--- config.mk ---
export PLATFORM = sky130hd
export DESIGN_NAME = ttt_game_ctrl
export DESIGN_NICKNAME = d
export VERILOG_FILES = /design/src/rtl/ttt_pkg.sv /design/src/rtl/ttt_line_check.sv /design/src/rtl/ttt_game_ctrl.sv
export SDC_FILE = /design/constraint.sdc
export NUM_CORES = 1
export LEC_CHECK = 0
export ABC_AREA = 0
export CELL_PAD_IN_SITES_DETAIL_PLACEMENT = 0
export CELL_PAD_IN_SITES_GLOBAL_PLACEMENT = 1
export CORE_ASPECT_RATIO = 1.75
export CORE_UTILIZATION = 35
export CTS_BUF_LIST = sky130_fd_sc_hd__clkbuf_4
export DETAILED_ROUTE_END_ITERATION = 8
export PLACE_DENSITY = 0.78
export SLEW_MARGIN = 25
export SYNTH_ARGS = -nofsm -noshare
export SYNTH_HDL_FRONTEND = slang
export SYNTH_SLANG_ARGS = --single-unit
export TNS_END_PERCENT = 10
--- constraint.sdc ---
create_clock -name clk -period 3.4 [get_ports clk]
set_input_delay 0.34 -clock clk [delete_from_list [all_inputs] [get_ports clk]]
set_output_delay 0.34 -clock clk [all_outputs]
set_load 0.05 [all_outputs]
--- src/rtl/ttt_pkg.sv ---
// rtl/ttt_pkg.sv - shared encodings, key codes and winning-line table for the tic-tac-toe sequencer
// Contents: phase_t (MAIN/PLAY/WIN/DRAW), mark codes, key codes, LINE_CELLS table,
// and board helpers cell_of / set_cell / is_cell_key.
package ttt_pkg;

  typedef enum logic [1:0] {
    PH_MAIN = 2'b00,
    PH_PLAY = 2'b01,
    PH_WIN  = 2'b10,
    PH_DRAW = 2'b11
  } phase_t;

  localparam logic [1:0] MARK_EMPTY = 2'b00;
  localparam logic [1:0] MARK_X     = 2'b01;
  localparam logic [1:0] MARK_O     = 2'b10;

  localparam logic [3:0] KEY_START = 4'd1;
  localparam logic [3:0] KEY_STAR  = 4'd10;
  localparam logic [3:0] KEY_HASH  = 4'd11;

  // Three cell numbers (1..9) per winning line, scanned in index order.
  localparam logic [0:7][0:2][3:0] LINE_CELLS = '{
    '{4'd1, 4'd2, 4'd3},
    '{4'd4, 4'd5, 4'd6},
    '{4'd7, 4'd8, 4'd9},
    '{4'd1, 4'd4, 4'd7},
    '{4'd2, 4'd5, 4'd8},
    '{4'd3, 4'd6, 4'd9},
    '{4'd1, 4'd5, 4'd9},
    '{4'd3, 4'd5, 4'd7}
  };

  function automatic logic is_cell_key(input logic [3:0] k);
    return (k >= 4'd1) && (k <= 4'd9);
  endfunction

  // Cell k occupies board bits [2k-1:2k-2].
  function automatic logic [1:0] cell_of(input logic [17:0] board, input logic [3:0] k);
    logic [4:0] base;
    base = {k, 1'b0} - 5'd2;
    return board[base +: 2];
  endfunction

  function automatic logic [17:0] set_cell(input logic [17:0] board, input logic [3:0] k,
                                           input logic [1:0] mark);
    logic [17:0] b;
    logic [4:0]  base;
    b    = board;
    base = {k, 1'b0} - 5'd2;
    b[base +: 2] = mark;
    return b;
  endfunction

endpackage

--- src/rtl/ttt_line_check.sv ---
// rtl/ttt_line_check.sv - combinational test of one winning line against a mark
// Ports: board (18b, 2 bits per cell), line_idx (3b, 0..7), mark (2b) -> hit (all three cells equal mark).
module ttt_line_check
  import ttt_pkg::*;
(
  input  logic [17:0] board,
  input  logic [2:0]  line_idx,
  input  logic [1:0]  mark,
  output logic        hit
);

  always_comb begin
    hit = 1'b1;
    for (int p = 0; p < 3; p++) begin
      if (cell_of(board, LINE_CELLS[line_idx][p]) != mark) begin
        hit = 1'b0;
      end
    end
  end

endmodule

--- src/rtl/ttt_game_ctrl.sv ---
// rtl/ttt_game_ctrl.sv - tic-tac-toe game sequencer: board, turn order, phase, win/draw scan
// Ports: clk, rst (sync active-low); key_valid/key_code (decoded keypad events);
// board, phase, turn_o, winner, win_line, move_count, busy, illegal (all registered state).
module ttt_game_ctrl
  import ttt_pkg::*;
#(
  parameter int N_LINES = 8
) (
  input  logic        clk,
  input  logic        rst,
  input  logic        key_valid,
  input  logic [3:0]  key_code,
  output logic [17:0] board,
  output logic [1:0]  phase,
  output logic        turn_o,
  output logic [1:0]  winner,
  output logic [2:0]  win_line,
  output logic [3:0]  move_count,
  output logic        busy,
  output logic        illegal
);

  typedef enum logic [2:0] {
    ST_MAIN,
    ST_PLAY,
    ST_CHECK,
    ST_WIN,
    ST_DRAW
  } state_t;

  localparam logic [2:0] LAST_LINE = 3'(N_LINES - 1);

  state_t      state, state_n;
  logic [17:0] board_n;
  logic        turn_n;
  logic [1:0]  winner_n;
  logic [2:0]  win_line_n;
  logic [3:0]  move_count_n;
  logic        illegal_n;
  logic [2:0]  scan_idx, scan_idx_n;
  logic [1:0]  cur_mark;
  logic        line_hit;

  // The turn only flips after a full no-win scan, so during CHECK it still
  // names the player whose mark was just placed.
  assign cur_mark = turn_o ? MARK_O : MARK_X;

  ttt_line_check u_line_check (
    .board    (board),
    .line_idx (scan_idx),
    .mark     (cur_mark),
    .hit      (line_hit)
  );

  always_ff @(posedge clk) begin
    if (!rst) begin
      state      <= ST_MAIN;
      board      <= '0;
      turn_o     <= 1'b0;
      winner     <= MARK_EMPTY;
      win_line   <= '0;
      move_count <= '0;
      illegal    <= 1'b0;
      scan_idx   <= '0;
    end else begin
      state      <= state_n;
      board      <= board_n;
      turn_o     <= turn_n;
      winner     <= winner_n;
      win_line   <= win_line_n;
      move_count <= move_count_n;
      illegal    <= illegal_n;
      scan_idx   <= scan_idx_n;
    end
  end

  always_comb begin
    state_n      = state;
    board_n      = board;
    turn_n       = turn_o;
    winner_n     = winner;
    win_line_n   = win_line;
    move_count_n = move_count;
    illegal_n    = 1'b0;
    scan_idx_n   = scan_idx;

    case (state)
      ST_MAIN: begin
        if (key_valid && key_code == KEY_START) begin
          board_n      = '0;
          move_count_n = '0;
          winner_n     = MARK_EMPTY;
          win_line_n   = '0;
          turn_n       = 1'b0;
          state_n      = ST_PLAY;
        end
      end

      ST_PLAY: begin
        if (key_valid) begin
          if (is_cell_key(key_code)) begin
            if (cell_of(board, key_code) == MARK_EMPTY) begin
              board_n      = set_cell(board, key_code, cur_mark);
              move_count_n = move_count + 4'd1;
              scan_idx_n   = '0;
              state_n      = ST_CHECK;
            end else begin
              illegal_n = 1'b1;
            end
          end else if (key_code == KEY_STAR) begin
            state_n = ST_MAIN;
          end
        end
      end

      // Keys are not looked at here, which is what drops them while busy.
      ST_CHECK: begin
        if (line_hit) begin
          winner_n   = cur_mark;
          win_line_n = scan_idx;
          state_n    = ST_WIN;
        end else if (scan_idx == LAST_LINE) begin
          if (move_count == 4'd9) begin
            state_n = ST_DRAW;
          end else begin
            turn_n  = ~turn_o;
            state_n = ST_PLAY;
          end
        end else begin
          scan_idx_n = scan_idx + 3'd1;
        end
      end

      ST_WIN, ST_DRAW: begin
        if (key_valid && key_code == KEY_HASH) begin
          board_n      = '0;
          move_count_n = '0;
          winner_n     = MARK_EMPTY;
          win_line_n   = '0;
          turn_n       = 1'b0;
          state_n      = ST_PLAY;
        end else if (key_valid && key_code == KEY_STAR) begin
          state_n = ST_MAIN;
        end
      end

      default: state_n = ST_MAIN;
    endcase
  end

  // Decoded straight from the state flops; CHECK is presented as PLAY + busy.
  always_comb begin
    phase = PH_MAIN;
    busy  = 1'b0;
    case (state)
      ST_MAIN:  phase = PH_MAIN;
      ST_PLAY:  phase = PH_PLAY;
      ST_CHECK: begin
        phase = PH_PLAY;
        busy  = 1'b1;
      end
      ST_WIN:   phase = PH_WIN;
      ST_DRAW:  phase = PH_DRAW;
      default:  phase = PH_MAIN;
    endcase
  end

endmodule

==> impl_metrics.csv, run 1 <==
group,metric,value,unit
run,cap_violations,0,
route,vias,3653,
global_route,grt_remaining_overflow,0,
timing,setup_ws,159,ps
setup_path,reg2reg_depth,12,
timing,finalSetupTns,0,ps
setup_path,required,3730,ps
pwr,powerDensity,261,nW/um^2
pwr,p_leak,1.57,nW
cts,post-cts-setup-buffers,0,
cells_and_area,nets,523,
setup_path,path_max_fanout,7,
cells_and_area,num-fill-cells,979,
route,finalWirelength,11.1,mm
logic_synthesis,avgSynthCellArea,7.72,um^2
cts,cts-root-buf,"clkbuf_4",
timing,slew_viol_final,0,
setup_path,r2r_setup_slack,160,ps
timing,hold_ws,517,ps
global_route,grt.total_usage,0.224,
logic_synthesis,synthArstFlopShare,0,
placed_design,gp_congestion,0.943,
placed_design,portBuffers,38,
global_route,grt_pass1_vias,3603,
route,drt_iter0_drc,235,
cells_and_area,drive_above_1_share,0.178,
placed_design,pre_cts_ws,2.47,ps
timing,slew_headroom,0.457,
logic_synthesis,synth_cell_types,70,
hold_path,min_path_type,"reg -> reg",
setup_path,startpoint_type,"flip-flop",
floorplanning,dieArea,10100,um^2
setup_path,r2r-end,"winner[1]",
run_status,outcome,"complete, no violations",
timing,final_hold_viol_count,0,
floorplanning,fp-row-count,47,
route,dr.pass1.iters,5,
timing,rsz0062_at_grt,"no",
setup_path,timing.rr.start,"scan_idx[0]",
cts,cts_tree,"yes",
timing,tightestPinTransition,814,ps
global_route,grt_max_degree,26,
floorplanning,die_h,132,um
cells_and_area,seq_area,707,um^2
timing,fin_worst_skew,23.2,ps
placed_design,dp_hpwl,8.34,mm
route,ant_nets,0,
route,drc,0,
timing,fin_crit_sh,0.953,
pwr,p_total,1.11,mW
route,wl_per_cell,17.9,um
cells_and_area,area_delta_synth_final,25.3,%
hold_path,whs_endpoint,"move_count[3]",
cts,cts_buffer_depth,2,
global_route,grt_first_pass_wirelength,17.9,mm
cells_and_area,final_common_cell,"nand2_1",
logic_synthesis,synth_edf_count,0,
logic_synthesis,synth_area,3380,um^2
setup_path,arrival,3570,ps
cells_and_area,final_cell_mix,"54 x nand2_1, 44 x nor2_1, 43 x buf_4",
route,viasPerCell,5.86,
logic_synthesis,ys_seq_area_frac,0.207,
floorplanning,start_util,0.359,
logic_synthesis,syn-num-nets,462,
cts,clkTransAtPathRegs,140,ps
logic_synthesis,syn_inst,438,
cts,htreeDepth,2,
floorplanning,io_pins,39,
pwr,ir_worst_vdd,0.000247,V
logic_synthesis,synth_seq_cells,35,
setup_path,end_kind,"flip-flop",
timing,finalSetupViolCount,0,
hold_path,hold_depth,2,
setup_path,crit_type,"reg -> reg",
floorplanning,core,9410,um^2
floorplanning,die_x,76.3,um
logic_synthesis,synth_flop_cell,"dfxtp_1",
timing,fin_crit,3240,ps
cells_and_area,multi_input_area,2530,um^2
logic_synthesis,ys_warn_count,0,
cts,cts_buffers,5,
timing,max_freq,309,MHz
hold_path,hp-start,"move_count[3]",
cts,clk_latency,370,ps
cts,cts_sinks,35,
global_route,antenna_found_initial,1,
[metal layers]
layer | share of wire | track usage | vias up
met5 | 0 | 0 | -
met4 | 0.051 | 0.144 | 0
met3 | 0.036 | 0.0194 | 40
met2 | 0.53 | 0.419 | 132
met1 | 0.38 | 0.234 | 1741
li1 | - | - | 1740
[synthesized netlist by cell type, types with 3 or more instances]
library cell  count  area (um^2)
nor2_1           44          165
a311oi_1          3         26.3
buf_2             5         25.0
and2_1            4         25.0
mux4_2            7          158
mux2i_1          15          150
mux2_2            9          101
nand4_1           8         50.1
a211oi_1          4         30.0
inv_1            13         48.8
o2111ai_1         5         43.8
nor2b_1           3         18.8
a21boi_0          3         22.5
ha_1             17          213
nand2_1          54          203
and3_1           12         75.1
o21a_1            3         22.5
nor3b_1           4         30.0
nor4_1            3         18.8
xor2_1            4         35.0
and4_1            3         26.3
o21ai_0          15         75.1
or3_1             4         25.0
xnor2_1           9         78.8
nand3_1          17         85.1
nor4b_1           5         43.8
a31oi_1           5         31.3
a211o_1           7         61.3
o211ai_1          3         22.5
dfxtp_1          35          701
clkbuf_1         18         67.6
a21oi_1          19         95.1
a22oi_1           5         37.5
nor3_1           20          100
nand2b_1          6         37.5
[through the flow]
step	cells	utilization	area, um^2
finish	623	0.450	4240
global route	623	0.450	4240
CTS	622	0.446	4200
detailed placement	614	0.437	4110
global placement	614	0.437	4110
floorplan	438	-	3380
[critical path: stages, from the launching register on]
cell and delay [ps]:
dfxtp_4 410, inv_2 60, ha_2 220, or3b_1 180
a21oi_2 50, or4_4 520, o41a_1 430, a32oi_2 200
nor4b_4 230, o221ai_2 140, buf_4 180, nor3_1 410
a211o_1 160
[worst max-delay path by stage]
stage                startpoint           to  slack (ps)  cells past startpoint
floorplan           scan_idx[1]  scan_idx[1]           7                     13
finish              scan_idx[0]    winner[1]         160                     12
global placement    scan_idx[1]  win_line[2]         110                     13
detailed placement  scan_idx[0]  win_line[2]           2                     13
CTS                 scan_idx[0]     state[1]          20                     13
global route        scan_idx[0]    winner[1]          20                     12
[state kept, by name, summed over array words and instances (netlist names)]
name / cells
scan_idx: 3
board: 18
winner: 2
state: 3
move_count: 4
turn_o: 1
illegal: 1
win_line: 3
[report_power, final]
part | leakage, nW | internal [mW] | switching, mW
sequential | 0.284 | 0.416 | 0.0137
combinational | 1.24 | 0.137 | 0.219
clock | 0.0452 | 0.155 | 0.167
[cell families after synthesis]
| family | count (synthesis) | synth area share |
|---|---|---|
| adders and majority gates | 17 | 0.0629 |
| and+or+nand+nor | 203 | 0.311 |
| xor gates and xnor gates | 13 | 0.0337 |
| DFF | 35 | 0.207 |
| muxes | 34 | 0.136 |
| buffers and inverters | 42 | 0.0529 |
| AOI/OAI and AO/OA | 94 | 0.196 |
[area by class of cell]
cell class              count  share of cell area
diodes                      1            0.000591
multi-input cells         361               0.598
inverters                  15              0.0133
repair buffers             81               0.166
well taps                 122              0.0360
clock buffers               5             0.00886
clock inverters             3              0.0103
flip-flops and latches     35               0.167
[repair_timing]
item	CTS	global route
hold buffers	0	0
gates resized for setup	1	11
pin swaps	0	1
setup endpoints to repair	1	11
(Power assumes the default switching activity.)
==> inputs of run 2 (changes only) <==
CORE_ASPECT_RATIO = 1.25   (was 1.75)
==> run 2 against run 1 <==
Sequential share of layout area is 0.055 points higher; sequential power about the same; global-route usage down 1.1 points; wire length shrank 5.8%; clock skew shrank 10 ps; total power decreased by 7.2%; clock power fell by 23%; combinational power fell by 2%; maximum frequency shrank 2.2%; count of clock-buffer cells in the layout unchanged; design area decreased by 0.86%; flip-flop and latch count stayed put.
==> impl_metrics.csv, run 2 (synthesis results as in run 1) <==
group,metric,value,unit
global_route,grt_pass1_vias,3486,
cts,cts_sinks,35,
cells_and_area,reg_top3,"board x18, move_count x4",
floorplanning,fp-row-count,39,
route,finalWirelength,10.5,mm
pwr,ir_worst_vdd,0.000176,V
cts,clk_latency,370,ps
route,vias,3616,
cells_and_area,largest_reg_flops,18,
pwr,comb_power_share,0.341,
timing,fin_crit_sh,0.974,
floorplanning,die_x,89.9,um
cts,cts_tree,"yes",
route,dr.pass1.iters,7,
timing,final_hold_viol_count,0,
cells_and_area,seq_area,703,um^2
setup_path,r2r_setup_slack,90,ps
cts,post-cts-setup-buffers,0,
cts,cts_buffer_depth,2,
pwr,switching_share,0.385,
run_status,outcome,"complete, no violations",
placed_design,portBuffers,38,
global_route,grt_first_pass_wirelength,17.4,mm
floorplanning,io_pins,39,
cells_and_area,top_register,"board",
cts,cts-root-buf,"clkbuf_4",
hold_path,min_path_type,"reg -> reg",
pwr,p_leak,1.55,nW
global_route,grt.total_usage,0.213,
setup_path,path_cells,"inv_1 -> ha_1 -> and2b_2 -> a21o_1 -> a311oi_1 -> nand4_1 -> a32oi_1 -> nor4b_4 -> o221ai_2 -> or2_4 -> a311o_1",
setup_path,slowest_delay,440,ps
timing,tightestPinTransition,797,ps
timing,rsz0062_at_grt,"yes",
cells_and_area,nets,525,
timing,hold_ws,514,ps
placed_design,dp_hpwl,7.85,mm
cts,post_cts_resized,1,
cells_and_area,postLayoutCoreUtil,0.453,
placed_design,gp_congestion,0.919,
cts,clkTransAtPathRegs,130,ps
timing,finalSetupViolCount,0,
cts,ctsHoldBuffers,0,
pwr,p_switching,395,uW
setup_path,startpoint_type,"flip-flop",
timing,slew_headroom,0.468,
pwr,intPower,632,uW
global_route,grt_max_degree,26,
pwr,seqPwrFrac,0.419,
setup_path,end_kind,"flip-flop",
route,drt_iter0_drc,219,
timing,fin_crit,3310,ps
cells_and_area,num-fill-cells,953,
global_route,antenna_found_initial,0,
run,cap_violations,0,
timing,max_freq,302,MHz
cells_and_area,final_common_cell,"nand2_1",
floorplanning,start_util,0.365,
cells_and_area,multi_input_area,2510,um^2
setup_path,crit_type,"reg -> reg",
cells_and_area,drive_above_1_share,0.173,
timing,fin_worst_skew,12.7,ps
route,viasPerCell,5.79,
pwr,p_total,1.03,mW
route,ant_nets,0,
global_route,grt_remaining_overflow,0,
cts,cts_buffers,5,
cells_and_area,area_delta_synth_final,24.3,%
cells_and_area,num_antenna_cells,0,
pwr,clockPowerShare,0.241,
pwr,powerDensity,245,nW/um^2
timing,setup_ws,88.1,ps
floorplanning,core,9270,um^2
setup_path,required,3660,ps
setup_path,arrival,3570,ps
placed_design,pre_cts_ws,-59.6,ps
floorplanning,die_h,112,um
floorplanning,dieArea,10100,um^2
setup_path,slowest_stage,"ha_1",
cells_and_area,final_cell_mix,"54 x nand2_1, 45 x buf_4, 44 x nor2_1",
setup_path,path_max_fanout,10,
route,drc,0,
timing,slew_viol_final,0,
route,wl_per_cell,16.8,um
cts,htreeDepth,2,
run 2: cell count changes in the layout (fill, tap and decap cells not counted), sizes merged:
| cell | change |
|---|---|
| buf | +2 |
| clkinvlp | +2 |
| bufinv | -1 |
| clkinv | -1 |
| diode | -1 |
run 2: metrics by stage:
| stage | setup TNS (ps) | instance area [um^2] | instances |
|---|---|---|---|
| detailed placement | -297 | 4130 | 617 |
| CTS | 0 | 4190 | 625 |
| global route | -6.91 | 4200 | 625 |
| floorplan | 0 | 3380 | 438 |
| global placement | -62.8 | 4130 | 617 |
| finish | 0 | 4200 | 625 |
run 2: power groups by stage:
stage               registers [mW]  logic (mW)  clock network [mW]
CTS                          0.430       0.348               0.253
global route                 0.433       0.386               0.271
global placement             0.439       0.344                   0
finish                       0.430       0.350               0.247
detailed placement           0.439       0.347                   0
floorplan                    0.437       0.217                   0
run 2: worst paths after layout:
check                                    from            end  cells after the start
worst max-delay path              scan_idx[1]    scan_idx[2]                     11
worst min-delay path            move_count[3]  move_count[3]                      2
worst min register to register  move_count[3]  move_count[3]                      2
worst max register to register    scan_idx[1]    scan_idx[2]                     11
run 2: area by class of cell:
class                   count  area share
multi-input cells         361       0.598
inverters                  15      0.0134
clock buffers               5     0.00894
clock inverters             3     0.00477
well taps                 123      0.0367
repair buffers             83       0.171
flip-flops and latches     35       0.167
run 2: critical path: cells and delay by family, from the launching register on:
kind | cells | cell delay, ps
simple gates | 4 | 1020
flops | 1 | 350
fa+ha+maj | 1 | 440
compound gates | 5 | 1230
buf+inv | 1 | 160
run 2: per-layer routing:
layer	share of wire	GRT usage	up-vias	wire length [um]
met4	0.032	0.105	0	333
met3	0.036	0.0239	24	377
met1	0.44	0.261	1740	4590
li1	-	-	1747	-
met2	0.49	0.369	105	5180
met5	0	0	-	0
